## src/rtl/seg_scan_if.sv

```systemverilog
// Handshake and display bundle between a host and the four-digit scan driver.
interface seg_scan_if;
  logic [13:0] value;
  logic        load;
  logic        blank_lz;
  logic        busy;
  logic [3:0]  num;
  logic [3:0]  an;

  modport master (
    output value, load, blank_lz,
    input  busy, num, an
  );

  modport slave (
    input  value, load, blank_lz,
    output busy, num, an
  );
endinterface

```

## src/rtl/seg_scan_driver.sv

```systemverilog
// Four-digit scan driver: sequential double-dabble binary-to-BCD conversion followed by
// time-multiplexed presentation of the digits with optional leading-zero blanking.
module seg_scan_driver #(
  parameter int unsigned REFRESH_DIV = 100000
) (
  input  logic       clk,
  input  logic       rst_n,
  seg_scan_if.slave  bus
);

  localparam int unsigned PW = (REFRESH_DIV > 1) ? $clog2(REFRESH_DIV) : 1;
  localparam logic [PW-1:0] PrescMax = PW'(REFRESH_DIV - 1);

  logic [PW-1:0]     presc_q, presc_d;
  logic [1:0]        idx_q, idx_d;
  logic              busy_q, busy_d;
  logic [3:0]        cnt_q, cnt_d;
  logic [29:0]       sh_q, sh_d;
  logic              ovf_q, ovf_d;
  logic [3:0][3:0]   dig_q, dig_d;

  logic [29:0]       sh_adj;
  logic [3:0]        blank;

  always_comb begin
    presc_d = presc_q + PW'(1);
    idx_d   = idx_q;
    if (presc_q == PrescMax) begin
      presc_d = '0;
      idx_d   = idx_q + 2'd1;
    end
  end

  // Add-3 correction on every BCD nibble before the shift.
  always_comb begin
    sh_adj = sh_q;
    for (int i = 0; i < 4; i++) begin
      if (sh_q[14 + 4*i +: 4] >= 4'd5) begin
        sh_adj[14 + 4*i +: 4] = sh_q[14 + 4*i +: 4] + 4'd3;
      end
    end
  end

  always_comb begin
    busy_d = busy_q;
    cnt_d  = cnt_q;
    sh_d   = sh_q;
    ovf_d  = ovf_q;
    dig_d  = dig_q;
    if (busy_q) begin
      sh_d  = sh_adj << 1;
      cnt_d = cnt_q - 4'd1;
      if (cnt_q == 4'd1) begin
        busy_d = 1'b0;
        for (int i = 0; i < 4; i++) begin
          dig_d[i] = ovf_q ? 4'hF : sh_d[14 + 4*i +: 4];
        end
      end
    end else if (bus.load) begin
      sh_d   = {16'h0000, bus.value};
      cnt_d  = 4'd14;
      busy_d = 1'b1;
      ovf_d  = (bus.value > 14'd9999);
    end
  end

  always_ff @(posedge clk or negedge rst_n) begin
    if (!rst_n) begin
      presc_q <= '0;
      idx_q   <= 2'd0;
      busy_q  <= 1'b0;
      cnt_q   <= 4'd0;
      sh_q    <= '0;
      ovf_q   <= 1'b0;
      dig_q   <= '0;
    end else begin
      presc_q <= presc_d;
      idx_q   <= idx_d;
      busy_q  <= busy_d;
      cnt_q   <= cnt_d;
      sh_q    <= sh_d;
      ovf_q   <= ovf_d;
      dig_q   <= dig_d;
    end
  end

  // A digit blanks only when it and every digit above it are zero; the ones digit never blanks.
  always_comb begin
    blank[3] = bus.blank_lz && (dig_q[3] == 4'd0);
    blank[2] = blank[3] && (dig_q[2] == 4'd0);
    blank[1] = blank[2] && (dig_q[1] == 4'd0);
    blank[0] = 1'b0;
  end

  always_comb begin
    bus.busy = busy_q;
    bus.an   = ~(4'b0001 << idx_q);
    bus.num  = blank[idx_q] ? 4'hF : dig_q[idx_q];
  end

endmodule

```

## src/flat_wrapper.sv

```systemverilog
// flat-port wrapper written by rule: the top's interface ports become plain ports
module seg_scan_driver_flat 
#(
  parameter int unsigned REFRESH_DIV = 100000
)
  (clk, rst_n, bus_value, bus_load, bus_blank_lz, bus_busy, bus_num, bus_an);
  seg_scan_if bus_i ();
  input  logic clk;
  input  logic rst_n;
  input wire logic [$bits(bus_i.value)-1:0] bus_value;
  input wire logic [$bits(bus_i.load)-1:0] bus_load;
  input wire logic [$bits(bus_i.blank_lz)-1:0] bus_blank_lz;
  output wire logic [$bits(bus_i.busy)-1:0] bus_busy;
  output wire logic [$bits(bus_i.num)-1:0] bus_num;
  output wire logic [$bits(bus_i.an)-1:0] bus_an;
  assign bus_i.value = bus_value;
  assign bus_i.load = bus_load;
  assign bus_i.blank_lz = bus_blank_lz;
  assign bus_busy = bus_i.busy;
  assign bus_num = bus_i.num;
  assign bus_an = bus_i.an;
  seg_scan_driver #(.REFRESH_DIV(REFRESH_DIV)) u_core (.clk(clk), .rst_n(rst_n), .bus(bus_i));
endmodule
```

## config.mk

```make
export PLATFORM = sky130hd
export DESIGN_NAME = seg_scan_driver_flat
export DESIGN_NICKNAME = d
export VERILOG_FILES = /design/src/rtl/seg_scan_if.sv /design/src/rtl/seg_scan_driver.sv /design/src/flat_wrapper.sv
export SDC_FILE = /design/constraint.sdc
export NUM_CORES = 1
export LEC_CHECK = 0
export ABC_AREA = 1
export CORE_ASPECT_RATIO = 1.75
export CORE_MARGIN = 2
export CORE_UTILIZATION = 42
export CTS_BUF_LIST = sky130_fd_sc_hd__clkbuf_8
export DETAILED_ROUTE_END_ITERATION = 16
export MAX_ROUTING_LAYER = met4
export SLEW_MARGIN = 10
export SYNTH_ARGS = -nofsm -noshare
export SYNTH_HDL_FRONTEND = slang
export SYNTH_SLANG_ARGS = --single-unit
```

## constraint.sdc

```tcl
create_clock -name clk -period 1.8 [get_ports clk]
set_clock_uncertainty 0.05 [all_clocks]
set_input_delay 0.27 -clock clk [delete_from_list [all_inputs] [get_ports clk]]
set_output_delay 0.27 -clock clk [all_outputs]
set_load 0.01 [all_outputs]
```

==> out/qor.csv <==
stage,metric,value,unit
status,status,"finished, violations left",
status,violations,negative setup slack,
timing,period_minus_slack,1.86,ns
cells_and_area,final_area,4590,µm²
synth,yosysSeqAreaShare,46.4,%
cells_and_area,fillers,906,
placement,placed_area,4400,µm²
route,top_layer,met4,
timing,worst_pin_slew,0.428,ns
clocking,cts_buffer_depth,2,
route,drc,0,
grt,grt_max_degree,35,
worst_setup_path,worstPathRequired,1.48,ns
floorplan,top_level_ports,27,
timing,maxSlewHeadroom,71.5,%
grt,grt.overflow.total,0,
worst_setup_path,end_kind,output pin,
synth,syn_avg_cell_area,7.86,µm²
clocking,clk_latency,0.35,ns
floorplan,fp.coreArea,8980,µm²
clocking,cts_made_buffers,9,
cells_and_area,areaGrowthSynthToFinish,19.9,%
grt,grt_pass1_vias,3402,
timing,worst_hold_slack,0.330,ns
grt,grt_usage,20.1,%
power,ir_drop,698,µV
route,finalWirelength,8.82,mm
worst_hold_path,hold_class,in2async,
power,total_leakage_power,0.00234,µW
worst_setup_path,critPathArrivalTime,1.54,ns
synth,synth_top_area_share,46.4,%
synth,synth_top_area_cell,dfrtp_1,
worst_setup_path,cpPeakStageDelay,0.39,ns
floorplan,fp-row-count,46,
clocking,path_clk_slew,0.07,ns
flow_run,maxCapViolCount,0,
worst_setup_path,crit_path_frequent_cell,nor2_1,
synth,syn_inst,487,
worst_setup_path,crit_family,simple AND/OR/NAND/NOR gates,
worst_setup_path,crit_slowest_cell,dfrtp_1,
synth,ys_warn_count,0,
route,m1WireLength,3.41,mm
clocking,cts_tree,built,
timing,setup_viol,4,
clocking,clk_root_buffer_cell,clkbuf_8,
cells_and_area,fin_nets,577,
grt,antenna_found_initial,0,
route,met3_length,251,µm
grt,grt_pass1_wl,15.4,mm
worst_setup_path,cp_cell_sequence,nor2_1 > nand4_1 > nor2_1 > nand3_2 > buf_4 > nand3_1 > buf_2,
clocking,htreeDepth,3,
synth,ys_types,31,
placement,io_buffers,26,
synth,netlist_area,3830,µm²
synth,synth.net_count,520,
synth,synth_area_leaders,"dfrtp_1, nand2_1, inv_1, ha_1, o21ai_0",
worst_setup_path,critPathKind,reg2out,
power,total_power,6200,µW
route,wl_per_cell,13.2,µm
timing,slew_violations,0,
route,drt-vias-per-instance,4.99,
worst_setup_path,cp-start-kind,flop,
timing,setup_slack,-0.0597,ns
floorplan,chipHeight,130,µm
synth,ys_seq_elements,71,
cells_and_area,layout-drive-gt1-share,13.7,%
placement,hpwl,6.67,mm
worst_setup_path,crit_buf_inv,2,
floorplan,start_util,42.7,%
route,first_pass_iters,5,
cells_and_area,n_antenna_cell,0,
timing,rsz0062_at_grt,true,
timing,finalHoldViolations,0,
placement,place_ws,-0.340,ns
route,vias,3335,
timing,min_period_over_period,103,%
placement,gp_congestion,0.842,
floorplan,die_w,76.2,µm
cells_and_area,multi_input_area,1680,µm²
worst_setup_path,cp_max_fo,3,
timing,fmax,538,MHz
route,wl_met2,4.84,mm
route,final_antenna_net_count,0,
cells_and_area,seqCellArea,1780,µm²
power,powerDensity,1350,nW/µm²
route,drt_iter0_drc,188,
clocking,cts.sinks,71,
floorplan,die_area,9930,µm²
[layout by cell type (no fill, tap or decap), types with 4 or more instances in the layout]
| cell | n |
|---|---|
| clkbuf_8 | 10 |
| o21ai_1 | 4 |
| nand2_1 | 118 |
| o22ai_1 | 5 |
| o211ai_1 | 6 |
| dfrtp_1 | 71 |
| o221ai_1 | 7 |
| o21ai_0 | 34 |
| inv_2 | 5 |
| nand4_1 | 6 |
| inv_1 | 86 |
| nor2_1 | 42 |
| ha_1 | 15 |
| clkdlybuf4s50_1 | 17 |
| nor2_2 | 4 |
| buf_2 | 4 |
| buf_4 | 24 |
| nor2_4 | 6 |
| nand2_2 | 5 |
| xor2_1 | 6 |
| a21oi_1 | 8 |
| nand3_1 | 35 |
| a22oi_1 | 5 |
[synth_stat cells]
cell type / instances
nand2_1: 118
inv_1: 83
dfrtp_1: 71
nor2_1: 44
o21ai_0: 37
nand3_1: 36
ha_1: 15
a21oi_1: 8
o221ai_1: 7
buf_2: 6
nand4_1: 6
o211ai_1: 6
xor2_1: 6
a22oi_1: 5
inv_2: 5
nand2_2: 5
nor2_4: 5
o22ai_1: 5
nor2_2: 3
nand2_4: 2
nand3b_1: 2
o21bai_1: 2
or2_2: 2
a21o_1: 1
and2_1: 1
buf_4: 1
buf_6: 1
clkbuf_1: 1
clkinv_2: 1
o21ai_1: 1
o21ai_2: 1
[worst reg2reg max path: cells and delay by family (launching register included)]
family / cells / cell delay [ns]
AO/OA/AOI/OAI: 1 / 0.09
adder cells (fa/ha/maj): 1 / 0.15
buffers and inverters: 3 / 0.24
flip-flops: 1 / 0.39
AND/OR/NAND/NOR: 4 / 0.56
[kinds of logic after synthesis]
group | Yosys count | synth area share (%)
AND/OR/NAND/NOR | 224 | 25.8
XOR/XNOR | 6 | 1.37
flip-flops | 71 | 46.4
buffers and inverters | 98 | 10.1
AO/OA/AOI/OAI | 73 | 11.4
adder cells (fa/ha/maj) | 15 | 4.90
[layer usage]
layer | up-vias | global-route usage, %
li1 | 1654 | -
met1 | 1589 | 19.6
met2 | 67 | 38.1
met3 | 25 | 3.67
met4 | 0 | 10.3
met5 | - | -
[sequential cells by signal, indices dropped and copies added (netlist names)]
name,cells
u_core.dig_q,16
u_core.bus.busy,1
u_core.ovf_q,1
u_core.idx_q,2
u_core.cnt_q,4
u_core.sh_q,30
u_core.presc_q,17
[worst paths after layout]
path	slack, ns	end	cells past startpoint	startpoint
worst max-delay path	-0.06	bus_num[3]	7	u_core.dig_q[12]
worst min-delay path	0.33	u_core.idx_q[0]	2	rst_n
worst max register to register	0.21	u_core.dig_q[13]	9	u_core.cnt_q[1]
worst min register to register	0.41	u_core.presc_q[0]	1	u_core.presc_q[0]
max in group asynchronous	0.85	u_core.sh_q[28]	3	rst_n
min in group clk	0.41	u_core.presc_q[0]	1	u_core.presc_q[0]
[stage by stage]
step | util (%) | setup TNS, ns | std cells
after floorplan | - | 0 | 487
after global placement | 49.0 | -1.25 | 648
after detailed placement | 49.0 | -1.24 | 648
after CTS | 50.8 | -0.112 | 665
after global routing | 51.1 | -0.536 | 668
final | 51.1 | -0.201 | 668
[layout make-up]
class	instances	share of cell area (%)
clock inverters	5	0.436
multi-input cells	318	36.6
flip-flops and latches	71	38.7
clock buffers	10	3.00
well taps	120	3.27
repair buffers	55	10.6
inverters	89	7.36
[power breakdown]
part | switching [µW] | internal, µW
Sequential | 334 | 2150
Clock | 567 | 508
Combinational | 1590 | 1040
[what timing repair did]
action / in CTS / in global routing
resized for setup: 25 / 11
hold buffers: 1 / 0
setup endpoints to repair: 8 / 7
endpoints found under the hold margin: 12 / 0
gates cloned: 0 / 0
pin swaps: 0 / 1
setup buffers: 1 / 3
(Power assumes the default switching activity.)
